==> src/rtl/wm_phase_timer.sv <==
// Washing-machine phase timer: wash/rinse/spin duration FSM with level debouncers.
// Optional macro WM_PAUSE_EN adds a pause input that freezes the phase timer.
module wm_phase_timer #(
    parameter int WASH_CYCLES  = 16,
    parameter int RINSE_CYCLES = 12,
    parameter int SPIN_CYCLES  = 20,
    parameter int FULL_LEVEL   = 200,
    parameter int EMPTY_LEVEL  = 8,
    parameter int DEB_CYCLES   = 4
) (
    input  logic       clk,
    input  logic       reset,
    input  logic       door_lock,
    input  logic       soap_wash,
    input  logic       water_wash,
    input  logic       motor_on,
    input  logic       drain_value_on,
`ifdef WM_PAUSE_EN
    input  logic       pause,
`endif
    input  logic [7:0] level,
    output logic       cycle_timeout,
    output logic       spin_timeout,
    output logic       filled,
    output logic       drained,
    output logic [1:0] phase
);

    typedef enum logic [2:0] {S_IDLE, S_WASH, S_RINSE, S_SPIN, S_HOLD} state_t;

    localparam logic [15:0] WASH_D  = WASH_CYCLES[15:0];
    localparam logic [15:0] RINSE_D = RINSE_CYCLES[15:0];
    localparam logic [15:0] SPIN_D  = SPIN_CYCLES[15:0];
    localparam logic [15:0] DEB_D   = DEB_CYCLES[15:0];
    localparam logic [7:0]  FULL_L  = FULL_LEVEL[7:0];
    localparam logic [7:0]  EMPTY_L = EMPTY_LEVEL[7:0];

    state_t      state, state_n;
    logic [15:0] cnt, cnt_n, nxt, dur;
    logic [1:0]  hold_ph, hold_ph_n, req_ph, cur_ph;
    logic        cto_n, sto_n, pause_i;
    logic        spin_req, rinse_req, wash_req;
    logic [15:0] full_cnt, empty_cnt;
    logic        is_full, is_empty;

`ifdef WM_PAUSE_EN
    assign pause_i = pause;
`else
    assign pause_i = 1'b0;
`endif

    // Requests are mutually exclusive, spin taking priority over rinse over wash.
    assign spin_req  = motor_on & drain_value_on;
    assign rinse_req = water_wash & ~spin_req;
    assign wash_req  = soap_wash & ~water_wash & ~spin_req;
    assign req_ph    = spin_req ? 2'd3 : rinse_req ? 2'd2 : wash_req ? 2'd1 : 2'd0;

    always_comb begin
        case (req_ph)
            2'd1:    dur = WASH_D;
            2'd2:    dur = RINSE_D;
            2'd3:    dur = SPIN_D;
            default: dur = 16'd0;
        endcase
        case (state)
            S_WASH:  cur_ph = 2'd1;
            S_RINSE: cur_ph = 2'd2;
            S_SPIN:  cur_ph = 2'd3;
            default: cur_ph = 2'd0;
        endcase
    end

    assign phase = (state == S_HOLD) ? hold_ph : cur_ph;

    always_ff @(posedge clk or posedge reset) begin
        if (reset) begin
            state         <= S_IDLE;
            cnt           <= 16'd0;
            hold_ph       <= 2'd0;
            cycle_timeout <= 1'b0;
            spin_timeout  <= 1'b0;
        end else begin
            state         <= state_n;
            cnt           <= cnt_n;
            hold_ph       <= hold_ph_n;
            cycle_timeout <= cto_n;
            spin_timeout  <= sto_n;
        end
    end

    always_comb begin
        state_n   = state;
        cnt_n     = cnt;
        hold_ph_n = hold_ph;
        cto_n     = cycle_timeout;
        sto_n     = spin_timeout;
        nxt       = 16'd0;
        if (!door_lock) begin
            state_n = S_IDLE;
            cnt_n   = 16'd0;
            cto_n   = 1'b0;
            sto_n   = 1'b0;
        end else if (!pause_i) begin
            case (state)
                S_IDLE, S_WASH, S_RINSE, S_SPIN: begin
                    if (req_ph == 2'd0) begin
                        state_n = S_IDLE;
                        cnt_n   = 16'd0;
                    end else begin
                        // Same request keeps counting; a new request reloads at 1.
                        nxt = (req_ph == cur_ph) ? cnt + 16'd1 : 16'd1;
                        if (nxt >= dur) begin
                            state_n   = S_HOLD;
                            cnt_n     = dur;
                            hold_ph_n = req_ph;
                            if (req_ph == 2'd3) sto_n = 1'b1;
                            else                cto_n = 1'b1;
                        end else begin
                            cnt_n = nxt;
                            case (req_ph)
                                2'd1:    state_n = S_WASH;
                                2'd2:    state_n = S_RINSE;
                                default: state_n = S_SPIN;
                            endcase
                        end
                    end
                end
                S_HOLD: begin
                    if (req_ph != hold_ph) begin
                        state_n = S_IDLE;
                        cnt_n   = 16'd0;
                        cto_n   = 1'b0;
                        sto_n   = 1'b0;
                    end
                end
                default: begin
                    state_n = S_IDLE;
                    cnt_n   = 16'd0;
                end
            endcase
        end
    end

    assign is_full  = (level >= FULL_L);
    assign is_empty = (level <= EMPTY_L);

    // Each debouncer counts consecutive samples that disagree with its output.
    always_ff @(posedge clk or posedge reset) begin
        if (reset) begin
            full_cnt <= 16'd0;
            filled   <= 1'b0;
        end else if (is_full == filled) begin
            full_cnt <= 16'd0;
        end else if (full_cnt + 16'd1 >= DEB_D) begin
            full_cnt <= 16'd0;
            filled   <= is_full;
        end else begin
            full_cnt <= full_cnt + 16'd1;
        end
    end

    always_ff @(posedge clk or posedge reset) begin
        if (reset) begin
            empty_cnt <= 16'd0;
            drained   <= 1'b1;
        end else if (is_empty == drained) begin
            empty_cnt <= 16'd0;
        end else if (empty_cnt + 16'd1 >= DEB_D) begin
            empty_cnt <= 16'd0;
            drained   <= is_empty;
        end else begin
            empty_cnt <= empty_cnt + 16'd1;
        end
    end

endmodule

==> config.mk <==
export PLATFORM = sky130hd
export DESIGN_NAME = wm_phase_timer
export DESIGN_NICKNAME = d
export VERILOG_FILES = /design/src/rtl/wm_phase_timer.sv
export SDC_FILE = /design/constraint.sdc
export NUM_CORES = 1
export LEC_CHECK = 0
export BUFFER_PORTS_ARGS = -buffer_cell sky130_fd_sc_hd__buf_2
export CAP_MARGIN = 20
export CORE_MARGIN = 2
export CORE_UTILIZATION = 55
export DETAILED_ROUTE_END_ITERATION = 16
export PLACE_DENSITY = 0.72
export SYNTH_ARGS = -nofsm -noshare
export SYNTH_HDL_FRONTEND = slang
export SYNTH_SLANG_ARGS = --single-unit
==> constraint.sdc <==
create_clock -name clk -period 3.4 [get_ports clk]
set_input_delay 0.68 -clock clk [delete_from_list [all_inputs] [get_ports clk]]
set_output_delay 0.68 -clock clk [all_outputs]
set_load 0.02 [all_outputs]
==> flow_metrics.env, run 1 <==
export IMPL_timing_hold_ws_ns=0.379
export IMPL_synth_seq_cells=57
export IMPL_drt_iter0_drc=144
export IMPL_p_clk_share_pct=41.5
export IMPL_grt_use_total_pct=21.3
export IMPL_grt_pass1_wl_mm=10.1
export IMPL_worst_ep_arrival_time_ns=3.32
export IMPL_cp_slowest_cell="dfrtp_1"
export IMPL_numClockSinks=57
export IMPL_synth_flop_cell="dfrtp_1"
export IMPL_slew_viol_final=0
export IMPL_yosys_warnings=0
export IMPL_layout_nets=369
export IMPL_path_depth=8
export IMPL_yosysSeqAreaShare_pct=48.1
export IMPL_area_growth_pct=15.9
export IMPL_cts_root_buf="clkbuf_8"
export IMPL_status="finished clean"
export IMPL_synth_xor_area_share_pct=2.07
export IMPL_ir_worst_vdd_uv=312
export IMPL_die_area_um2=5990
export IMPL_dp_hpwl_mm=3.98
export IMPL_synth_simple_area_share_pct=24.6
export IMPL_vias=2338
export IMPL_wl_mm=5.57
export IMPL_grt_ovfl_total=0
export IMPL_diodes=0
export IMPL_synthAdderAreaFrac_pct=3.38
export IMPL_cts_buffer_depth=2
export IMPL_cts_tree="done"
export IMPL_drv_cap=0
export IMPL_r2r_start="cnt[0]"
export IMPL_crit_path_cell_trace="ha_1, nand4_1, nor3_1, mux2_2, a41oi_1, o31ai_4, a21oi_2, mux2_1"
export IMPL_critical_path_top_delay_family="compound AO/OA/AOI/OAI gates"
export IMPL_place_gp_congestion=0.906
export IMPL_synthCells=291
export IMPL_dr_pass1_iters=4
export IMPL_worstSetupEndpoint="hold_ph[0]"
export IMPL_reg2reg_depth=8
export IMPL_seq_power_share_pct=49.3
export IMPL_wl_per_cell_um=13.2
export IMPL_cp_end_kind="flop"
export IMPL_rsz0062_at_grt="false"
export IMPL_finalCritPeriodShare_pct=91.2
export IMPL_portBuffers=20
export IMPL_h_tree_depth=3
export IMPL_clock_latency_ns=0.33
export IMPL_period_minus_slack_ns=3.10
export IMPL_grt_max_degree=34
export IMPL_cp_startpoint="cnt[0]"
export IMPL_p_sw_uw=371
export IMPL_hold_path_class="in -> async"
export IMPL_synth_edf_count=0
export IMPL_die_x_um=77.4
export IMPL_finalSetupViolCount=0
export IMPL_power_total_uw=1520
export IMPL_syn_area_per_cell_um2=10.2
export IMPL_num_rows=26
export IMPL_synthArstFlopShare_pct=100
export IMPL_swShare_pct=24.4
export IMPL_synth_area_um2=2970
export IMPL_slew_headroom_pct=59.6
export IMPL_synth_mux_area_share_pct=3.67
export IMPL_yosysUniqueCellTypes=57
export IMPL_path_clk_slew_ns=0.07
export IMPL_final_antenna_net_count=0
export IMPL_start_kind="flop"
export IMPL_ff2ff_setup_slack_ns=0.30
export IMPL_cts_buffers=9
export IMPL_cts_setup_buffers=0
export IMPL_post_cts_resize_count=0
export IMPL_cts_hold_buf=0
export IMPL_io_pins=21
export IMPL_p_per_area_nw_per_um2=443
export IMPL_fin_setup_tns_ns=0
export IMPL_rr_endpoint="hold_ph[0]"
export IMPL_skew_ns=0.00975
export IMPL_synth_compound_area_share_pct=15.6
export IMPL_finalHoldViolCount=0
export IMPL_core_area_um2=5140
export IMPL_critPathKind="reg -> reg"
export IMPL_drcViolationCount=0
export IMPL_cp_required_ns=3.62
export IMPL_worstMarginPinSlew_ns=0.601
export IMPL_die_h_um=77.4
export IMPL_vias_per_cell=5.55
export IMPL_initial_core_util_pct=57.7
export IMPL_antenna_found_initial=0
export IMPL_drive_gt1_share_pct=14.2
export IMPL_max_stage_delay_ns=0.46
export IMPL_grt_pass1_vias=2267
export IMPL_p_leak_uw=0.00158
export IMPL_p_int_uw=1150
export IMPL_synth_top_family_by_area="simple AND/OR/NAND/NOR gates"
export IMPL_clock_fmax_ghz=0.322
export IMPL_p_comb_share_pct=9.2
export IMPL_critPathMaxFanout=7
export IMPL_crit_buf_inv=0
-- power groups by stage --
stage	clock, uW	sequential [uW]	combinational (uW)
floorplan	0	755	102
CTS	647	749	142
detailed placement	0	762	141
finish	631	750	141
global route	676	757	162
global placement	0	760	139
-- worst min path at each step --
| stage | start | to | slack, ns | cells past startpoint |
|---|---|---|---|---|
| 2_1_floorplan | full_cnt[0] | full_cnt[0] | 0.47 | 1 |
| 3_5_place_dp | spin_timeout | spin_timeout | 0.49 | 1 |
| 3_3_place_gp | cycle_timeout | cycle_timeout | 0.48 | 1 |
| 4_1_cts | reset | full_cnt[14] | 0.40 | 2 |
| 5_1_grt | reset | full_cnt[14] | 0.43 | 2 |
| 6_report | reset | full_cnt[14] | 0.38 | 2 |
-- kinds of logic after synthesis --
logic type	count (synthesis)
buffers and inverters	15
other	1
DFF	57
xor gates and xnor gates	7
and+or+nand+nor	131
adders and majority gates	8
muxes	10
AOI/OAI and AO/OA	62
-- sequential cells by signal (all words and copies together) (netlist names) --
signal and cells:
cnt 16, empty_cnt 16, full_cnt 16, state 3, hold_ph 2, cycle_timeout 1
drained 1, filled 1, spin_timeout 1
-- per-stage QoR --
step                setup slack (ns)  instances  cell area [um^2]  utilization [%]
floorplan                      0.472        318              3070                -
global placement               0.250        405              3240             63.0
detailed placement             0.126        405              3240             63.0
CTS                            0.351        421              3440             66.9
global route                   0.142        421              3440             66.9
finish                         0.299        421              3440             66.9
-- cell usage after synthesis, drive strengths merged (3+ instances only) --
cell type	n	area, um^2
a211oi	4	30.0
a21o	8	60.1
a21oi	7	42.5
a31oi	5	31.3
and2	13	81.3
and3	10	62.6
and4	3	26.3
clkbuf	4	15.0
dfrtp	56	1400
ha	8	100
inv	9	33.8
mux2	7	78.8
mux2i	3	30.0
nand2	20	75.1
nand2b	4	25.0
nand3	11	55.1
nand4	17	106
nor2	22	82.6
nor3	10	50.1
nor3b	4	30.0
nor4	5	31.3
o21a	3	22.5
o21ai	14	70.1
o31ai	3	36.3
xnor2	3	26.3
xor2	4	35.0
-- routing by layer --
metal  track usage, %  share of wire [%]  vias to the layer above
met1             26.6                 45                     1108
met4             11.1                2.4                        0
li1                 -                  -                     1170
met2             35.0                 48                       47
met5                0                  0                        -
met3             4.30                3.8                       13
-- cell type report --
cell class / instances / area, um^2
Clock buffer: 13 / 159
Clock inverter: 3 / 40.0
Fill cell: 447 / 1700
Inverter: 9 / 33.8
Multi-Input combinational cell: 246 / 1570
Sequential cell: 57 / 1430
Tap cell: 70 / 87.6
Timing Repair Buffer: 23 / 123
-- cell usage in the layout (no fill, tap or decap), types with 4 or more instances in the layout --
cell	count
dfrtp_1	56
conb_1	28
nor2_1	22
nand2_1	20
buf_2	20
nand4_1	17
and2_1	13
nand3_1	11
clkbuf_8	11
and3_1	10
o21ai_0	10
nor3_1	10
inv_1	8
a21o_1	8
ha_1	8
a21oi_1	5
a31oi_1	5
nor4_1	5
xor2_1	4
o21ai_1	4
mux2_1	4
nand2b_1	4
a211oi_1	4
nor3b_1	4
-- worst register-to-register path, delay by kind of cell (launching register included) --
family / cells / cell delay, ns
AO/OA/AOI/OAI: 3 / 0.92
adder cells (fa/ha/maj): 1 / 0.27
flip-flops: 1 / 0.46
multiplexers: 2 / 0.75
AND/OR/NAND/NOR: 2 / 0.60
Note: power is estimated with default switching activity, not from simulation.
==> run 2: changes to the inputs <==
--- a/config.mk
+++ b/config.mk
@@ -11,6 +11,7 @@
 export CORE_UTILIZATION = 55
 export DETAILED_ROUTE_END_ITERATION = 16
 export PLACE_DENSITY = 0.72
+export REMOVE_ABC_BUFFERS = 1
 export SYNTH_ARGS = -nofsm -noshare
 export SYNTH_HDL_FRONTEND = slang
 export SYNTH_SLANG_ARGS = --single-unit
==> flow_metrics.env, run 2 (synthesis results as in run 1) <==
export IMPL_status="finished clean"
export IMPL_drive_gt1_share_pct=14.8
export IMPL_initial_core_util_pct=57.7
export IMPL_p_sw_uw=368
export IMPL_drcViolationCount=0
export IMPL_start_kind="flop"
export IMPL_finalSetupViolCount=0
export IMPL_final_common_cell="dfrtp_1"
export IMPL_cts_hold_buf=0
export IMPL_swShare_pct=23.6
export IMPL_slew_headroom_pct=47.6
export IMPL_final_antenna_net_count=0
export IMPL_slew_viol_final=0
export IMPL_final_fill_count=425
export IMPL_rsz0062_at_grt="false"
export IMPL_reg_top3="cnt (16), empty_cnt (16), full_cnt (16)"
export IMPL_wl_per_cell_um=12.8
export IMPL_vias=2321
export IMPL_finalCritPeriodShare_pct=88.6
export IMPL_die_area_um2=5990
export IMPL_dpl_cell_count=406
export IMPL_layout_nets=370
export IMPL_seq_power_share_pct=48.1
export IMPL_cts_tree="done"
export IMPL_antenna_found_initial=0
export IMPL_ir_worst_vdd_uv=298
export IMPL_cp_end_kind="flop"
export IMPL_cts_buffers=9
export IMPL_path_clk_slew_ns=0.06
export IMPL_grt_ovfl_total=0
export IMPL_critPathKind="reg -> reg"
export IMPL_worstMarginPinSlew_ns=0.785
export IMPL_numClockSinks=57
export IMPL_die_h_um=77.4
export IMPL_grt_pass1_wl_mm=9.49
export IMPL_final_cells=422
export IMPL_h_tree_depth=3
export IMPL_period_minus_slack_ns=3.01
export IMPL_worst_ep_arrival_time_ns=3.23
export IMPL_die_x_um=77.4
export IMPL_max_stage_delay_ns=0.46
export IMPL_io_pins=21
export IMPL_portBuffers=20
export IMPL_p_comb_share_pct=9.1
export IMPL_area_growth_pct=16.8
export IMPL_skew_ns=0.00575
export IMPL_final_seq_area_um2=1430
export IMPL_p_int_uw=1190
export IMPL_clock_latency_ns=0.33
export IMPL_cp_slowest_cell="dfrtp_1"
export IMPL_grt_pass1_vias=2180
export IMPL_cts_setup_buffers=0
export IMPL_wl_mm=5.41
export IMPL_vias_per_cell=5.50
export IMPL_cp_required_ns=3.62
export IMPL_core_area_um2=5140
export IMPL_p_per_area_nw_per_um2=451
export IMPL_post_cts_resize_count=0
export IMPL_layout_common_cells="dfrtp_1 (56), conb_1 (28), nor2_1 (22), nand2_1 (20), buf_2 (20)"
export IMPL_drt_iter0_drc=103
export IMPL_critPathMaxFanout=7
export IMPL_grt_use_total_pct=20.1
export IMPL_p_clk_share_pct=42.8
export IMPL_clock_fmax_ghz=0.332
export IMPL_dr_pass1_iters=6
export IMPL_place_gp_congestion=0.901
export IMPL_num_rows=26
export IMPL_dp_hpwl_mm=3.90
export IMPL_fin_setup_tns_ns=0
export IMPL_cts_root_buf="clkbuf_8"
export IMPL_multi_input_area_um2=1570
export IMPL_p_leak_uw=0.00160
export IMPL_grt_max_degree=40
export IMPL_hold_path_class="in -> async"
export IMPL_cts_buffer_depth=2
export IMPL_drv_cap=0
export IMPL_finalHoldViolCount=0
export IMPL_diodes=0
export IMPL_crit_path_cell_trace="ha_1, nand4_1, nor3_1, mux2_2, a41oi_1, o31ai_4, a21oi_2, mux2_1"
-- run 2: cell type report --
cell class,count,share of cell area [%]
Clock buffer,14,5.27
Clock inverter,2,1.01
Inverter,9,0.975
Multi-Input combinational cell,246,45.3
Sequential cell,57,41.2
Tap cell,70,2.53
Timing Repair Buffer,24,3.76
-- run 2: power by group through the flow --
stage	Combinational, uW	Clock [uW]	Sequential [uW]
2_1_floorplan	99.7	0	755
6_report	142	668	750
4_1_cts	143	693	750
5_1_grt	161	731	755
3_3_place_gp	139	0	760
3_5_place_dp	142	0	761
-- run 2: stage by stage --
| step | instance area [um^2] | hold WS, ns | utilization (%) | power (uW) | setup WS [ns] |
|---|---|---|---|---|---|
| final | 3460 | 0.492 | 67.4 | 1560 | 0.388 |
| after detailed placement | 3250 | 0.482 | 63.2 | 904 | 0.149 |
| after global placement | 3250 | 0.481 | 63.2 | 899 | 0.262 |
| after global routing | 3460 | 0.508 | 67.4 | 1650 | 0.235 |
| after CTS | 3460 | 0.498 | 67.4 | 1590 | 0.410 |
| after floorplan | 3030 | 0.467 | - | 855 | 0.472 |
-- run 2: critical path, delay by kind of cell, from the launching register on --
family	cells	cell delay [ns]
adders and majority gates	1	0.27
and+or+nand+nor	2	0.55
DFF	1	0.46
AOI/OAI and AO/OA	3	0.87
muxes	2	0.74
-- run 2: final timing paths --
path | start | endpoint | slack [ns] | depth (start not counted)
hold / removal | reset | cnt[13] | 0.49 | 2
setup / recovery | cnt[0] | hold_ph[1] | 0.39 | 8
setup reg to reg | cnt[0] | hold_ph[1] | 0.39 | 8
max in group asynchronous | reset | cycle_timeout | 2.27 | 3
hold reg to reg | spin_timeout | spin_timeout | 0.49 | 1
min in group clk | spin_timeout | spin_timeout | 0.49 | 1
-- run 2: per-layer routing --
layer | track usage, % | vias to the layer above | routed length (um)
li1 | - | 1171 | -
met4 | 9.29 | 0 | 82
met5 | 0 | - | 0
met2 | 31.7 | 43 | 2550
met3 | 5.81 | 9 | 262
met1 | 25.6 | 1098 | 2520
==> run 3: changes to the inputs <==
--- a/config.mk
+++ b/config.mk
@@ -5,12 +5,15 @@
 export SDC_FILE = /design/constraint.sdc
 export NUM_CORES = 1
 export LEC_CHECK = 0
+export ABC_AREA = 1
+export ABC_CLOCK_PERIOD_IN_PS = 3400
 export BUFFER_PORTS_ARGS = -buffer_cell sky130_fd_sc_hd__buf_2
 export CAP_MARGIN = 20
 export CORE_MARGIN = 2
 export CORE_UTILIZATION = 55
 export DETAILED_ROUTE_END_ITERATION = 16
-export PLACE_DENSITY = 0.72
+export GPL_TIMING_DRIVEN = 0
+export PLACE_DENSITY = 0.71
 export REMOVE_ABC_BUFFERS = 1
 export SYNTH_ARGS = -nofsm -noshare
 export SYNTH_HDL_FRONTEND = slang
==> flow_metrics.env, run 3 <==
export IMPL_drcViolationCount=0
export IMPL_critPathMaxFanout=10
export IMPL_synth_top_area_cell="dfrtp_1"
export IMPL_ys_top_cells_by_count="nand2_1 (92), dfrtp_1 (56), inv_1 (55), nor2_1 (55), nand3_1 (41)"
export IMPL_clock_latency_ns=0.34
export IMPL_h_tree_depth=3
export IMPL_final_antenna_net_count=0
export IMPL_die_area_um2=6650
export IMPL_dp_worst_setup_slack_ns=0.246
export IMPL_dpl_cell_count=545
export IMPL_layout_common_cells="nand2_1 (92), dfrtp_1 (56), nor2_1 (55), inv_1 (54), nand3_1 (41)"
export IMPL_post_cts_resize_count=0
export IMPL_synth_most_common_cell="nand2_1"
export IMPL_vias=2732
export IMPL_synth_area_um2=3310
export IMPL_grt_max_degree=42
export IMPL_reg_top3="cnt (16), empty_cnt (16), full_cnt (16)"
export IMPL_drt_iter0_drc=123
export IMPL_yosysUniqueCellTypes=33
export IMPL_rr_endpoint="hold_ph[0]"
export IMPL_p_per_area_nw_per_um2=429
export IMPL_grt_pass1_vias=2543
export IMPL_finalHoldViolCount=0
export IMPL_hold_path_class="in -> async"
export IMPL_finalSetupViolCount=0
export IMPL_grt_use_total_pct=21.2
export IMPL_critPathKind="in -> reg"
export IMPL_place_area_um2=3620
export IMPL_power_total_uw=1640
export IMPL_synth_top_family_by_area="simple AND/OR/NAND/NOR gates"
export IMPL_cts_setup_buffers=0
export IMPL_vias_per_cell=4.87
export IMPL_grt_pass1_wl_mm=10.8
export IMPL_portBuffers=20
export IMPL_area_growth_pct=16.0
export IMPL_wl_mm=6.19
export IMPL_io_pins=21
export IMPL_synth_compound_area_share_pct=4.13
export IMPL_yosysSeqAreaShare_pct=43.2
export IMPL_initial_core_util_pct=56.5
export IMPL_synth_xor_area_share_pct=8.21
export IMPL_final_seq_area_um2=1430
export IMPL_finalCritPeriodShare_pct=83.7
export IMPL_numClockSinks=57
export IMPL_status="finished clean"
export IMPL_clock_fmax_ghz=0.351
export IMPL_dr_pass1_iters=5
export IMPL_core_area_um2=5850
export IMPL_ff2ff_setup_slack_ns=0.63
export IMPL_layout_nets=504
export IMPL_drive_gt1_share_pct=13.4
export IMPL_final_common_cell="nand2_1"
export IMPL_r2r_start="state[2]"
export IMPL_rsz0062_at_grt="false"
export IMPL_cts_tree="done"
export IMPL_synth_mux_area_share_pct=0
export IMPL_final_fill_count=518
export IMPL_worst_ep_arrival_time_ns=3.07
export IMPL_skew_ns=0.00809
export IMPL_reg2reg_depth=18
export IMPL_path_clk_slew_ns=0.07
export IMPL_synth_flop_cell="dfrtp_1"
export IMPL_die_x_um=81.5
export IMPL_cts_buffer_depth=2
export IMPL_yosys_warnings=0
export IMPL_slew_viol_final=0
export IMPL_multi_input_area_um2=1750
export IMPL_cts_root_buf="clkbuf_8"
export IMPL_dp_hpwl_mm=4.55
export IMPL_diodes=0
export IMPL_num_rows=28
export IMPL_synth_edf_count=0
export IMPL_synthArstFlopShare_pct=100
export IMPL_timing_final_ws_setup_ns=0.553
export IMPL_synth_simple_area_share_pct=34.3
export IMPL_synth_top_area_share_pct=42.4
export IMPL_start_kind="input pin"
export IMPL_grt_ovfl_total=0
export IMPL_syn_area_per_cell_um2=7.81
export IMPL_cp_required_ns=3.62
export IMPL_place_gp_congestion=0.887
export IMPL_synthAdderAreaFrac_pct=3.03
export IMPL_die_h_um=81.5
export IMPL_p_leak_uw=0.00188
export IMPL_cts_hold_buf=0
export IMPL_synthCells=423
export IMPL_cts_buffers=9
export IMPL_antenna_found_initial=0
export IMPL_drv_cap=0
export IMPL_design_area_um2=3830
export IMPL_synth_area_leaders="dfrtp_1 (42%), nand2_1 (10%), inv_1 (6.2%)"
export IMPL_ir_worst_vdd_uv=350
export IMPL_cp_end_kind="flop"
export IMPL_wl_per_cell_um=11.0
export IMPL_fin_setup_tns_ns=0
export IMPL_period_minus_slack_ns=2.85
export IMPL_synth_seq_cells=57
export IMPL_final_cells=561
==> run 3: cell count changes after synthesis, moves of 10 or more <==
cell,change
nand3_1,+30
and2_1,-13
inv_1,+46
nor2_1,+33
xor2_1,+16
nand2_1,+72
and3_1,-10
==> run 3: cell families after synthesis <==
kind of cell | Yosys count
xor+xnor | 31
fa+ha+maj | 8
buf+inv | 62
flops | 57
compound gates | 24
simple gates | 240
other cells | 1
==> run 3: layout make-up <==
cell class / instances / share of cell area, %
Multi-Input combinational cell: 331 / 45.5
Sequential cell: 57 / 37.2
Inverter: 61 / 5.97
Clock buffer: 9 / 3.23
Timing Repair Buffer: 21 / 3.13
Clock inverter: 7 / 2.45
Tap cell: 75 / 2.45
==> run 3: report_power, final <==
group	internal (uW)	switching [uW]	leakage, uW	total, uW
Sequential	718	35.9	0.000716	754
Combinational	66.6	123	0.00105	189
Clock	412	289	0.000106	701
Total	1200	448	0.00188	1640
==> run 3: per-layer routing <==
layer | wire length [um] | track usage (%) | up-vias
met5 | 0 | 0 | -
met4 | 63 | 9.15 | 0
met3 | 225 | 4.95 | 5
met2 | 2940 | 35.0 | 48
met1 | 2960 | 26.5 | 1238
li1 | - | - | 1441
==> run 3: worst max path at each step <==
stage | startpoint | end | slack [ns] | cells after the start
after floorplan | motor_on | hold_ph[0] | 0.76 | 18
after global placement | motor_on | cnt[3] | 0.31 | 19
after detailed placement | motor_on | hold_ph[0] | 0.25 | 19
after CTS | motor_on | hold_ph[0] | 0.61 | 19
after global routing | motor_on | hold_ph[1] | 0.29 | 19
final | motor_on | hold_ph[0] | 0.55 | 19
==> run 3: through the flow <==
step	hold WS, ns	utilization (%)
2_1_floorplan	0.456	-
3_3_place_gp	0.453	61.5
3_5_place_dp	0.467	61.8
4_1_cts	0.306	65.5
5_1_grt	0.347	65.5
6_report	0.312	65.5
==> run 3: worst max-delay path, stage by stage <==
cell	delay, ns
buf_2	0.10
nand2_2	0.12
nand2_1	0.14
nand2_1	0.09
nand2_1	0.09
nor2_4	0.24
inv_2	0.12
a21oi_1	0.14
o21ai_0	0.16
ha_1	0.32
nand2_1	0.05
nor2_1	0.09
nand3_1	0.08
a21boi_1	0.23
nor2_4	0.11
nand2_4	0.12
nand2_4	0.07
nand2_1	0.06
o21ai_1	0.06
